===== config.mk =====
export PLATFORM = sky130hd
export DESIGN_NAME = video_timings_mc
export DESIGN_NICKNAME = d
export VERILOG_FILES = /design/src/rtl/video_timings_pkg.sv /design/src/rtl/vt_pixel_div.sv /design/src/rtl/video_timings_mc.sv
export SDC_FILE = /design/constraint.sdc
export NUM_CORES = 1
export LEC_CHECK = 0
export ABC_AREA = 1
export ABC_CLOCK_PERIOD_IN_PS = 4200
export CAP_MARGIN = 30
export CELL_PAD_IN_SITES_DETAIL_PLACEMENT = 1
export CELL_PAD_IN_SITES_GLOBAL_PLACEMENT = 2
export CORE_UTILIZATION = 32
export DETAILED_ROUTE_END_ITERATION = 7
export HOLD_SLACK_MARGIN = 0.12
export PLACE_DENSITY_LB_ADDON = 0.1
export SYNTH_ARGS = -nofsm -noshare
export SYNTH_HDL_FRONTEND = slang
export SYNTH_SLANG_ARGS = --single-unit

===== constraint.sdc =====
create_clock -name clk -period 4.2 [get_ports clk]
set_input_delay 0.84 -clock clk [delete_from_list [all_inputs] [get_ports clk]]
set_output_delay 0.84 -clock clk [all_outputs]
set_load 0.02 [all_outputs]

===== src/rtl/video_timings_pkg.sv =====
// Shared timing-set type, power-on default mode (640x480@60) and compare helper
// for the multi-mode video timing generator.
package video_timings_pkg;

    localparam int unsigned VT_DIVBITS = 4;
    localparam int unsigned VT_HBITS   = 12;
    localparam int unsigned VT_VBITS   = 12;

    typedef struct packed {
        logic [VT_DIVBITS-1:0] clkdiv;
        logic [VT_HBITS-1:0]   hbstart;
        logic [VT_HBITS-1:0]   hsstart;
        logic [VT_HBITS-1:0]   hsstop;
        logic [VT_HBITS-1:0]   htotal;
        logic [VT_VBITS-1:0]   vbstart;
        logic [VT_VBITS-1:0]   vsstart;
        logic [VT_VBITS-1:0]   vsstop;
        logic [VT_VBITS-1:0]   vtotal;
        logic                  hpolarity;
        logic                  vpolarity;
        logic                  interlace;
    } vt_timings_t;

    localparam vt_timings_t VT_DEFAULT = '{
        clkdiv:    4'd3,
        hbstart:   12'd640,
        hsstart:   12'd656,
        hsstop:    12'd752,
        htotal:    12'd800,
        vbstart:   12'd480,
        vsstart:   12'd490,
        vsstop:    12'd492,
        vtotal:    12'd525,
        hpolarity: 1'b0,
        vpolarity: 1'b0,
        interlace: 1'b0
    };

    function automatic logic vt_equal(input vt_timings_t a, input vt_timings_t b);
        return a == b;
    endfunction

endpackage


===== src/rtl/vt_pixel_div.sv =====
// Pixel clock divider: adv_o marks the pixel-advance cycle, pixel_stb_o is its
// registered one-cycle pulse. Shared with the OSD.
module vt_pixel_div #(
    parameter int unsigned DIV_BITS = 4
) (
    input  logic                clk,
    input  logic                reset_n,
    input  logic [DIV_BITS-1:0] div_i,
    output logic                adv_o,
    output logic                pixel_stb_o
);

    logic [DIV_BITS-1:0] divcnt_q, divcnt_d;
    logic                pixel_stb_q, pixel_stb_d;

    always_comb begin
        adv_o       = (divcnt_q >= div_i);
        divcnt_d    = adv_o ? '0 : divcnt_q + 1'b1;
        pixel_stb_d = adv_o;
    end

    always_ff @(posedge clk or negedge reset_n) begin
        if (!reset_n) begin
            divcnt_q    <= '0;
            pixel_stb_q <= 1'b0;
        end else begin
            divcnt_q    <= divcnt_d;
            pixel_stb_q <= pixel_stb_d;
        end
    end

    assign pixel_stb_o = pixel_stb_q;

endmodule


===== src/rtl/video_timings_mc.sv =====
// Multi-mode video timing generator with a frame-boundary shadowed timing set.
// Optional interlace support: define VIDEO_TIMINGS_INTERLACE_EN.
module video_timings_mc
    import video_timings_pkg::*;
#(
    parameter int unsigned DIV_BITS = 4,
    parameter int unsigned H_BITS   = 12,
    parameter int unsigned V_BITS   = 12
) (
    input  logic              clk,
    input  logic              reset_n,
    input  vt_timings_t       timings,
    output logic              pixel_stb,
    output logic              hsync_n,
    output logic              vsync_n,
    output logic              hblank_n,
    output logic              vblank_n,
    output logic              hblank_stb,
    output logic              vblank_stb,
    output logic              line_stb,
    output logic              frame_stb,
    output logic              mode_stb,
    output logic [H_BITS-1:0] xpos,
    output logic [V_BITS-1:0] ypos,
    output logic              field
);

    vt_timings_t       shadow_q, shadow_d, cur;
    logic              load_pending_q;
    logic [H_BITS-1:0] hcnt_q, hcnt_d, hlast;
    logic [V_BITS-1:0] vcnt_q, vcnt_d, vlast;
    logic              field_q, field_d, mode_chg_q, mode_chg_d;
    logic              adv, hwrap, fwrap, hb, vb, hs, vs, vs_line;
`ifdef VIDEO_TIMINGS_INTERLACE_EN
    logic              il;
    logic [H_BITS-1:0] half;
    logic [V_BITS-1:0] vprev;
`endif

    logic              hsync_n_q, hsync_n_d, vsync_n_q, vsync_n_d;
    logic              hblank_n_q, hblank_n_d, vblank_n_q, vblank_n_d;
    logic              hblank_stb_q, hblank_stb_d, vblank_stb_q, vblank_stb_d;
    logic              line_stb_q, line_stb_d, frame_stb_q, frame_stb_d;
    logic              mode_stb_q, mode_stb_d, field_o_q, field_o_d;
    logic [H_BITS-1:0] xpos_q, xpos_d;
    logic [V_BITS-1:0] ypos_q, ypos_d;

    // The first cycle after reset already runs on the requested mode.
    assign cur = load_pending_q ? timings : shadow_q;

    vt_pixel_div #(
        .DIV_BITS (DIV_BITS)
    ) u_div (
        .clk         (clk),
        .reset_n     (reset_n),
        .div_i       (cur.clkdiv),
        .adv_o       (adv),
        .pixel_stb_o (pixel_stb)
    );

    always_comb begin
        // Zero-length totals behave as length one so the counters hold at 0.
        hlast   = (cur.htotal == '0) ? '0 : cur.htotal - 1'b1;
        vlast   = (cur.vtotal == '0) ? '0 : cur.vtotal - 1'b1;
        hb      = (hcnt_q < cur.hbstart);
        vb      = (vcnt_q < cur.vbstart);
        hs      = (hcnt_q >= cur.hsstart) && (hcnt_q < cur.hsstop);
        vs_line = (vcnt_q >= cur.vsstart) && (vcnt_q < cur.vsstop);
        vs      = vs_line;
`ifdef VIDEO_TIMINGS_INTERLACE_EN
        il    = cur.interlace & field_q;
        half  = cur.htotal >> 1;
        vprev = vcnt_q - 1'b1;
        if (il) begin
            vlast = vlast + 1'b1;
            // Odd field: vsync edges shifted by half a line.
            if (hcnt_q < half) begin
                vs = (vprev >= cur.vsstart) && (vprev < cur.vsstop);
            end
        end
`endif
        hwrap = (hcnt_q >= hlast);
        fwrap = hwrap && (vcnt_q >= vlast);

        shadow_d     = load_pending_q ? timings : shadow_q;
        hcnt_d       = hcnt_q;
        vcnt_d       = vcnt_q;
        field_d      = field_q;
        mode_chg_d   = 1'b0;
        mode_stb_d   = mode_chg_q;
        hsync_n_d    = hsync_n_q;
        vsync_n_d    = vsync_n_q;
        hblank_n_d   = hblank_n_q;
        vblank_n_d   = vblank_n_q;
        xpos_d       = xpos_q;
        ypos_d       = ypos_q;
        field_o_d    = field_o_q;
        hblank_stb_d = 1'b0;
        vblank_stb_d = 1'b0;
        line_stb_d   = 1'b0;
        frame_stb_d  = 1'b0;

        if (adv) begin
            hsync_n_d    = hs ? cur.hpolarity : ~cur.hpolarity;
            vsync_n_d    = vs ? cur.vpolarity : ~cur.vpolarity;
            hblank_n_d   = hb;
            vblank_n_d   = vb;
            xpos_d       = hb ? hcnt_q : '1;
            ypos_d       = vb ? vcnt_q : '1;
            field_o_d    = field_q;
            hblank_stb_d = hblank_n_q & ~hb;
            vblank_stb_d = vblank_n_q & ~vb;
            line_stb_d   = hwrap;
            frame_stb_d  = fwrap;

            if (hwrap) begin
                hcnt_d = '0;
                vcnt_d = fwrap ? '0 : vcnt_q + 1'b1;
            end else begin
                hcnt_d = hcnt_q + 1'b1;
            end

            if (fwrap) begin
                shadow_d   = timings;
                mode_chg_d = !vt_equal(timings, cur);
`ifdef VIDEO_TIMINGS_INTERLACE_EN
                field_d    = cur.interlace ? ~field_q : 1'b0;
`else
                field_d    = 1'b0;
`endif
            end
        end
    end

    always_ff @(posedge clk or negedge reset_n) begin
        if (!reset_n) begin
            shadow_q       <= VT_DEFAULT;
            load_pending_q <= 1'b1;
            hcnt_q         <= '0;
            vcnt_q         <= '0;
            field_q        <= 1'b0;
            mode_chg_q     <= 1'b0;
            mode_stb_q     <= 1'b0;
            hsync_n_q      <= ~VT_DEFAULT.hpolarity;
            vsync_n_q      <= ~VT_DEFAULT.vpolarity;
            hblank_n_q     <= 1'b1;
            vblank_n_q     <= 1'b1;
            xpos_q         <= '0;
            ypos_q         <= '0;
            field_o_q      <= 1'b0;
            hblank_stb_q   <= 1'b0;
            vblank_stb_q   <= 1'b0;
            line_stb_q     <= 1'b0;
            frame_stb_q    <= 1'b0;
        end else begin
            shadow_q       <= shadow_d;
            load_pending_q <= 1'b0;
            hcnt_q         <= hcnt_d;
            vcnt_q         <= vcnt_d;
            field_q        <= field_d;
            mode_chg_q     <= mode_chg_d;
            mode_stb_q     <= mode_stb_d;
            hsync_n_q      <= hsync_n_d;
            vsync_n_q      <= vsync_n_d;
            hblank_n_q     <= hblank_n_d;
            vblank_n_q     <= vblank_n_d;
            xpos_q         <= xpos_d;
            ypos_q         <= ypos_d;
            field_o_q      <= field_o_d;
            hblank_stb_q   <= hblank_stb_d;
            vblank_stb_q   <= vblank_stb_d;
            line_stb_q     <= line_stb_d;
            frame_stb_q    <= frame_stb_d;
        end
    end

    assign hsync_n    = hsync_n_q;
    assign vsync_n    = vsync_n_q;
    assign hblank_n   = hblank_n_q;
    assign vblank_n   = vblank_n_q;
    assign hblank_stb = hblank_stb_q;
    assign vblank_stb = vblank_stb_q;
    assign line_stb   = line_stb_q;
    assign frame_stb  = frame_stb_q;
    assign mode_stb   = mode_stb_q;
    assign xpos       = xpos_q;
    assign ypos       = ypos_q;
    assign field      = field_o_q;

endmodule


After elaboration in Yosys (flattened, before gate mapping)
Index checks and enable logic that the tools add are counted.
{ "totals": {"output_inout_bits": 35, "reg_bits": 167, "input_bits": 105} }
{ "classes": {"n_lt_le_gt_ge": 9, "mux": 18, "eq_ne": 1, "n_reduce_logical": 7, "bitwise": 6, "n_addsub": 5} }
{ "op_table": {"columns": ["cell", "n"], "rows": [
  ["103-bit two-way mux", 3],
  ["103-bit == test", 1],
  ["12-bit two-way mux", 6],
  ["12-bit greater-or-equal comparator", 4],
  ["12-bit less-than comparator", 4],
  ["12-bit by 1-bit adder with 12-bit output, second input constant", 2],
  ["12-bit zero test", 2],
  ["12-bit by 1-bit subtractor with 12-bit output, second input constant", 2],
  ["1-bit two-way mux", 8],
  ["4-bit by 1-bit adder with 4-bit output, second input constant", 1],
  ["4-bit greater-or-equal comparator", 1],
  ["4-bit two-way mux", 1],
  ["1-bit inverter", 4],
  ["1-bit logical AND", 3],
  ["1-bit AND", 2],
  ["2-bit AND reduction", 1],
  ["1-bit zero test", 1]
]} }

Depth between registers and ports, before layout
{ "depth": {"ltp_word": 7, "ltp_mapped": 24, "depth_no_buf": 19} }

By module
A second synthesis with hierarchy kept.
{ "hier_totals": {"hier_cells": 2092, "hier_area_um2": 13685.6} }
{ "modules_own_cells": {"columns": ["mod", "area_per_inst_um2", "cells_each", "n_inst", "seq_area_each_um2"], "rows": [
  ["video_timings_mc", 13390.3, 2060, 1, 4103.9],
  ["vt_pixel_div", 295.3, 32, 1, 125.1]
]} }

Least setup slack after synthesis
Ideal clock, no wire load.
{ "synth_path": {"path_type": "input-to-reg", "startpoint": "input timings[51] (netlist name)", "endpoint": "register shadow_q[10] (netlist name)", "n_path_buf": 3, "slack_ns": 0.908, "t_required_ns": 4.082, "setup_ns": 0.118, "stages": 19, "arrival_ns": 3.174, "cell_sequence": "inv_1 a21oi_1 inv_1 ha_1 nor3b_2 nand3_2 buf_6 nand3_2 ha_1 a21oi_1 nor2_1 nor3_2 nand4_2 nand2_4 inv_2 buf_4 buf_4 nand3_1 nand2_1"} }
{ "synth_rtl": {"columns": ["element", "line_no", "text"], "rows": [
  ["start, declared", "video_timings_mc.sv:12", "input vt_timings_t timings,"],
  ["end signal, assigned", "video_timings_mc.sv:156", "shadow_q <= shadow_d;"],
  ["end, declared", "video_timings_mc.sv:28", "vt_timings_t shadow_q, shadow_d, cur;"]
]} }

Worst setup path in the final report
{ "layout_path": {"startpoint": "register load_pending_q", "endpoint": "register vcnt_q[11]"} }
{ "layout_between": {"elab_chain_cells": 6, "word_cells_on_any_way": 13} }
{ "layout_rtl": {"columns": ["element", "line_no", "text"], "rows": [
  ["start, declared", "video_timings_mc.sv:29", "logic load_pending_q;"],
  ["start signal, assigned", "video_timings_mc.sv:138", "load_pending_q <= 1'b1;"],
  ["start signal, assigned", "video_timings_mc.sv:157", "load_pending_q <= 1'b0;"],
  ["103-bit two-way mux *", "video_timings_mc.sv:49", "assign cur = load_pending_q ? timings : shadow_q;"],
  ["12-bit by 1-bit subtractor with 12-bit output, or another cell as far along", "video_timings_mc.sv:63", "hlast = (cur.htotal == '0) ? '0 : cur.htotal - 1'b1;"],
  ["12-bit two-way mux (on tied branches)", "video_timings_mc.sv:63, video_timings_mc.sv:64", null],
  ["12-bit greater-or-equal comparator (on tied branches)", "video_timings_mc.sv:82, video_timings_mc.sv:83", null],
  ["1-bit logical AND", "video_timings_mc.sv:83", "fwrap = hwrap && (vcnt_q >= vlast);"],
  ["12-bit two-way mux", "video_timings_mc.sv:118", "vcnt_d = fwrap ? '0 : vcnt_q + 1'b1;"],
  ["end signal, assigned", "video_timings_mc.sv:159", "vcnt_q <= vcnt_d;"],
  ["end, declared", "video_timings_mc.sv:31", "logic [V_BITS-1:0] vcnt_q, vcnt_d, vlast;"]
]} }
Every way passes the cells marked *; elsewhere a longest branch is shown, timed or not.
A chain may end at the register's enable or synchronous reset.

==> metrics.md <==
| Metric | Value |
|---|---|
| Grt total ovfl | `0` |
| Mean Syn Cell Area | `about 6.5 um2` |
| Initial DRC Count | `approximately 570` |
| Post-CTS Hold Buffers | `0` |
| Period utilization | `91.9%` |
| Clock sink total | `167` |
| Buf+Inv Stages, Crit Path | `6` |
| Layout Nets | `about 2500` |
| Slew headroom | `61.2%` |
| Core ar. | `0.0423 mm2` |
| I/O pin cnt | `140` |
| Crit path kind | `flop to flop` |
| Worst R2R Path Depth | `21` |
| CTS tree | `done` |
| Fraction of registers with async set/reset | `100%` |
| Die X | `210 um` |
| Worst path arrival time | `4.21 ns` |
| Max capacitance violation total | `0` |
| Setup slack after layout | `0.341 ns` |
| DR vias/cell | `4.85` |
| Worst-path clk slew | `0.07 ns` |
| Clock Skew | `0.0103 ns` |
| H-tree levels | `4` |
| Top cells by area, synth | `dfrtp_1 (23%), nand2_1 (20%), ha_1 (9.3%)` |
| Total number of yosys warnings | `0` |
| Reg area | `0.00423 mm2` |
| Crit path max-delay cell type | `dfstp_4` |
| Top-count cell post-synth | `nand2_1` |
| Largest net degree at the start of global routing | `88` |
| Non-Filler Instances | `2843` |
| Initial antenna violation count | `0` |
| Initial core utilization | `32.7%` |
| Critical Path Sink Type | `flop` |
| Unique masters post-synth | `between 40 and 50` |
| Inst Count DP | `approximately 2800` |
| Peak supply drop | `0.275 mV` |
| Worst path cell trace | `buf_4, nor2_1, a21oi_2, inv_1, ha_1, nand4_1, nor2_2, nand2_4, inv_2, or2_1, ha_1, a21oi_1, o21ai_0, nand3b_1, nand4_1, buf_4, buf_4, nand2_1, buf_12, nand3b_1, nand2_1` |
| Worst slew pin tran | `~0.58 ns` |
| Main flop type after synthesis | `dfrtp_1` |
| Routability cong. | `0.845` |
| Worst path max stage delay | `~0.83 ns` |
| Tmin final | `3.86 ns` |
| Pwr dens | `349 mW/mm2` |
| Area of the multi-input gates | `between 0.007 and 0.008 mm2` |
| Placement Setup Slack | `-0.122 ns` |
| Hold Crit Depth | `0` |
| CTS buffer count | `17` |
| Total number of vias | `13800` |
| Syn Std Cell Area | `approximately 0.014 mm2` |
| Worst Path Max Fanout | `28` |
| DRT Pass-1 Iters | `4` |
| HP Class | `flop to flop` |
| Worst EP required | `4.55 ns` |
| Layout area overhead | `20.6%` |
| Std-Cell Rows | `between 70 and 80` |
| Unrepaired setup endpoints after global routing | `no` |
| Wire per inst | `between 15 and 20 um` |
| DRC | `0` |
| Number of flops mapped to enable cells by yosys | `0` |
| Critical path launch point type | `flop` |
| Achievable Freq | `259 MHz` |
| Final hold slack | `0.353 ns` |
| HPWL Detailed | `around 35 mm` |
| Synth area leader | `dfrtp_1` |
| Layout cells sized above 1 | `roughly 8.3%` |
| CTS max path bufs | `2` |
| Post-synth top area share | `23.0%` |
| Gr usage total | `22.6%` |
| Post-synthesis sequential area ratio | `a little under a third` |
| First-pass GRT wire length | `78.5 mm` |
| Levels on crit path | `21` |
| Most used cell, CP | `buf_4` |
| Post-route antenna net violation count | `0` |
| Die area | `about 0.044 mm2` |
| Seq cells post-synth | `167` |
| FILL cells | `5418` |
| Final Core Density | `39.4%` |
| WL final | `47.3 mm` |
| # diodes | `0` |
| Synthesized instance count | `2115` |
| Final Max Tran Viols | `0` |
| Top Family by Delay on Critical Path | `simple AND/OR/NAND/NOR gates` |
| Vias in the first global route | `14800` |
| Final setup fails | `0` |
| Status | `finished clean` |
| Fin. Hold Viols | `0` |
| Height of the die | `roughly 210 um` |
| Clock Latency Late Sink | `approximately 0.47 ns` |
| Port Buffers | `between 100 and 150` |
| Clock Root Buffer | `clkbuf_16` |
| Pleak | `~9.2 nW` |
| Post-synth top cells | `nand2_1 (730), inv_1 (284), nand3_1 (249), nor2_1 (168), dfrtp_1 (127)` |
placed cells by master (no fill, tap or decap), types with 10 or more instances in the layout:
master and instances:
buf_4 50, nand3_2 12, ha_1 103, xor2_1 16
nand2_1 730, clkdlybuf4s50_1 137, dfrtp_1 127, o21a_1 23
a21oi_1 86, clkbuf_16 17, nor3_1 10, nand4_1 16
dfstp_2 39, nand3_1 249, o21ai_1 11, inv_1 284
buf_12 15, nor2_1 168, o21ai_0 51, nand3b_1 49
power breakdown:
group / total (mW) / internal, mW / switching [mW]
combinational: 2.15 / 0.833 / 1.32
clock: 1.55 / 0.768 / 0.778
sequential: 2.14 / 1.88 / 0.252
cells by family (layout without fill, tap and decap cells):
| kind of cell | count (synthesis) | in the layout | share of synthesized area, % |
|---|---|---|---|
| AO/OA/AOI/OAI | 193 | 193 | 7.95 |
| XOR/XNOR | 17 | 17 | 1.08 |
| adder cells (fa/ha/maj) | 103 | 103 | 9.31 |
| buffers and inverters | 378 | 528 | 11.8 |
| flip-flops | 167 | 167 | 30.6 |
| other | 1 | 2 | 0.0271 |
| AND/OR/NAND/NOR | 1256 | 1256 | 39.3 |
sequential cells by signal, indices dropped and copies added, names as in the netlist:
name               flops
mode_stb               1
mode_chg_q             1
hsync_n                1
vcnt_q                12
u_div.pixel_stb_o      1
hblank_n               1
u_div.divcnt_q         4
vblank_n               1
vblank_stb             1
hcnt_q                12
shadow_q             103
xpos                  12
ypos                  12
hblank_stb             1
load_pending_q         1
line_stb               1
frame_stb              1
vsync_n                1
area by class of cell:
class | count | share of cell area (%)
Inverter | 291 | 6.58
Clock buffer | 17 | 2.55
Tap cell | 577 | 4.33
Sequential cell | 167 | 25.4
Multi-Input combinational cell | 1571 | 47.9
Clock inverter | 15 | 0.720
Timing Repair Buffer | 205 | 12.6
final timing paths:
| kind | to | slack, ns | from |
|---|---|---|---|
| max in group asynchronous | shadow_q[30] | 3.02 | reset_n |
| hold / removal | mode_stb | 0.35 | mode_chg_q |
| min in group asynchronous | shadow_q[63] | 0.36 | reset_n |
| hold reg to reg | mode_stb | 0.35 | mode_chg_q |
| setup reg to reg | vcnt_q[11] | 0.34 | load_pending_q |
| setup / recovery | vcnt_q[11] | 0.34 | load_pending_q |
through the flow:
step | cell area [um2] | total power [mW] | TNS [ns]
2_1_floorplan | 13800 | 3.42 | 0
3_3_place_gp | 16100 | 4.29 | -4.17
3_5_place_dp | 16100 | 4.35 | -3.35
4_1_cts | 16600 | 5.94 | 0
5_1_grt | 16700 | 6.31 | 0
6_report | 16700 | 5.83 | 0
repair_timing:
item	CTS	global route
resized for setup	0	1
setup buffers	0	2
setup endpoints to repair	0	117
layer usage:
metal / vias to the layer above / global-route usage (%) / wire (um)
li1: 6946 / - / -
met1: 6694 / 28.5 / 22200
met2: 116 / 41.1 / 23800
met3: 33 / 2.91 / 831
met4: 0 / 4.68 / 532
met5: - / 0 / 0
(Power assumes the default switching activity.)
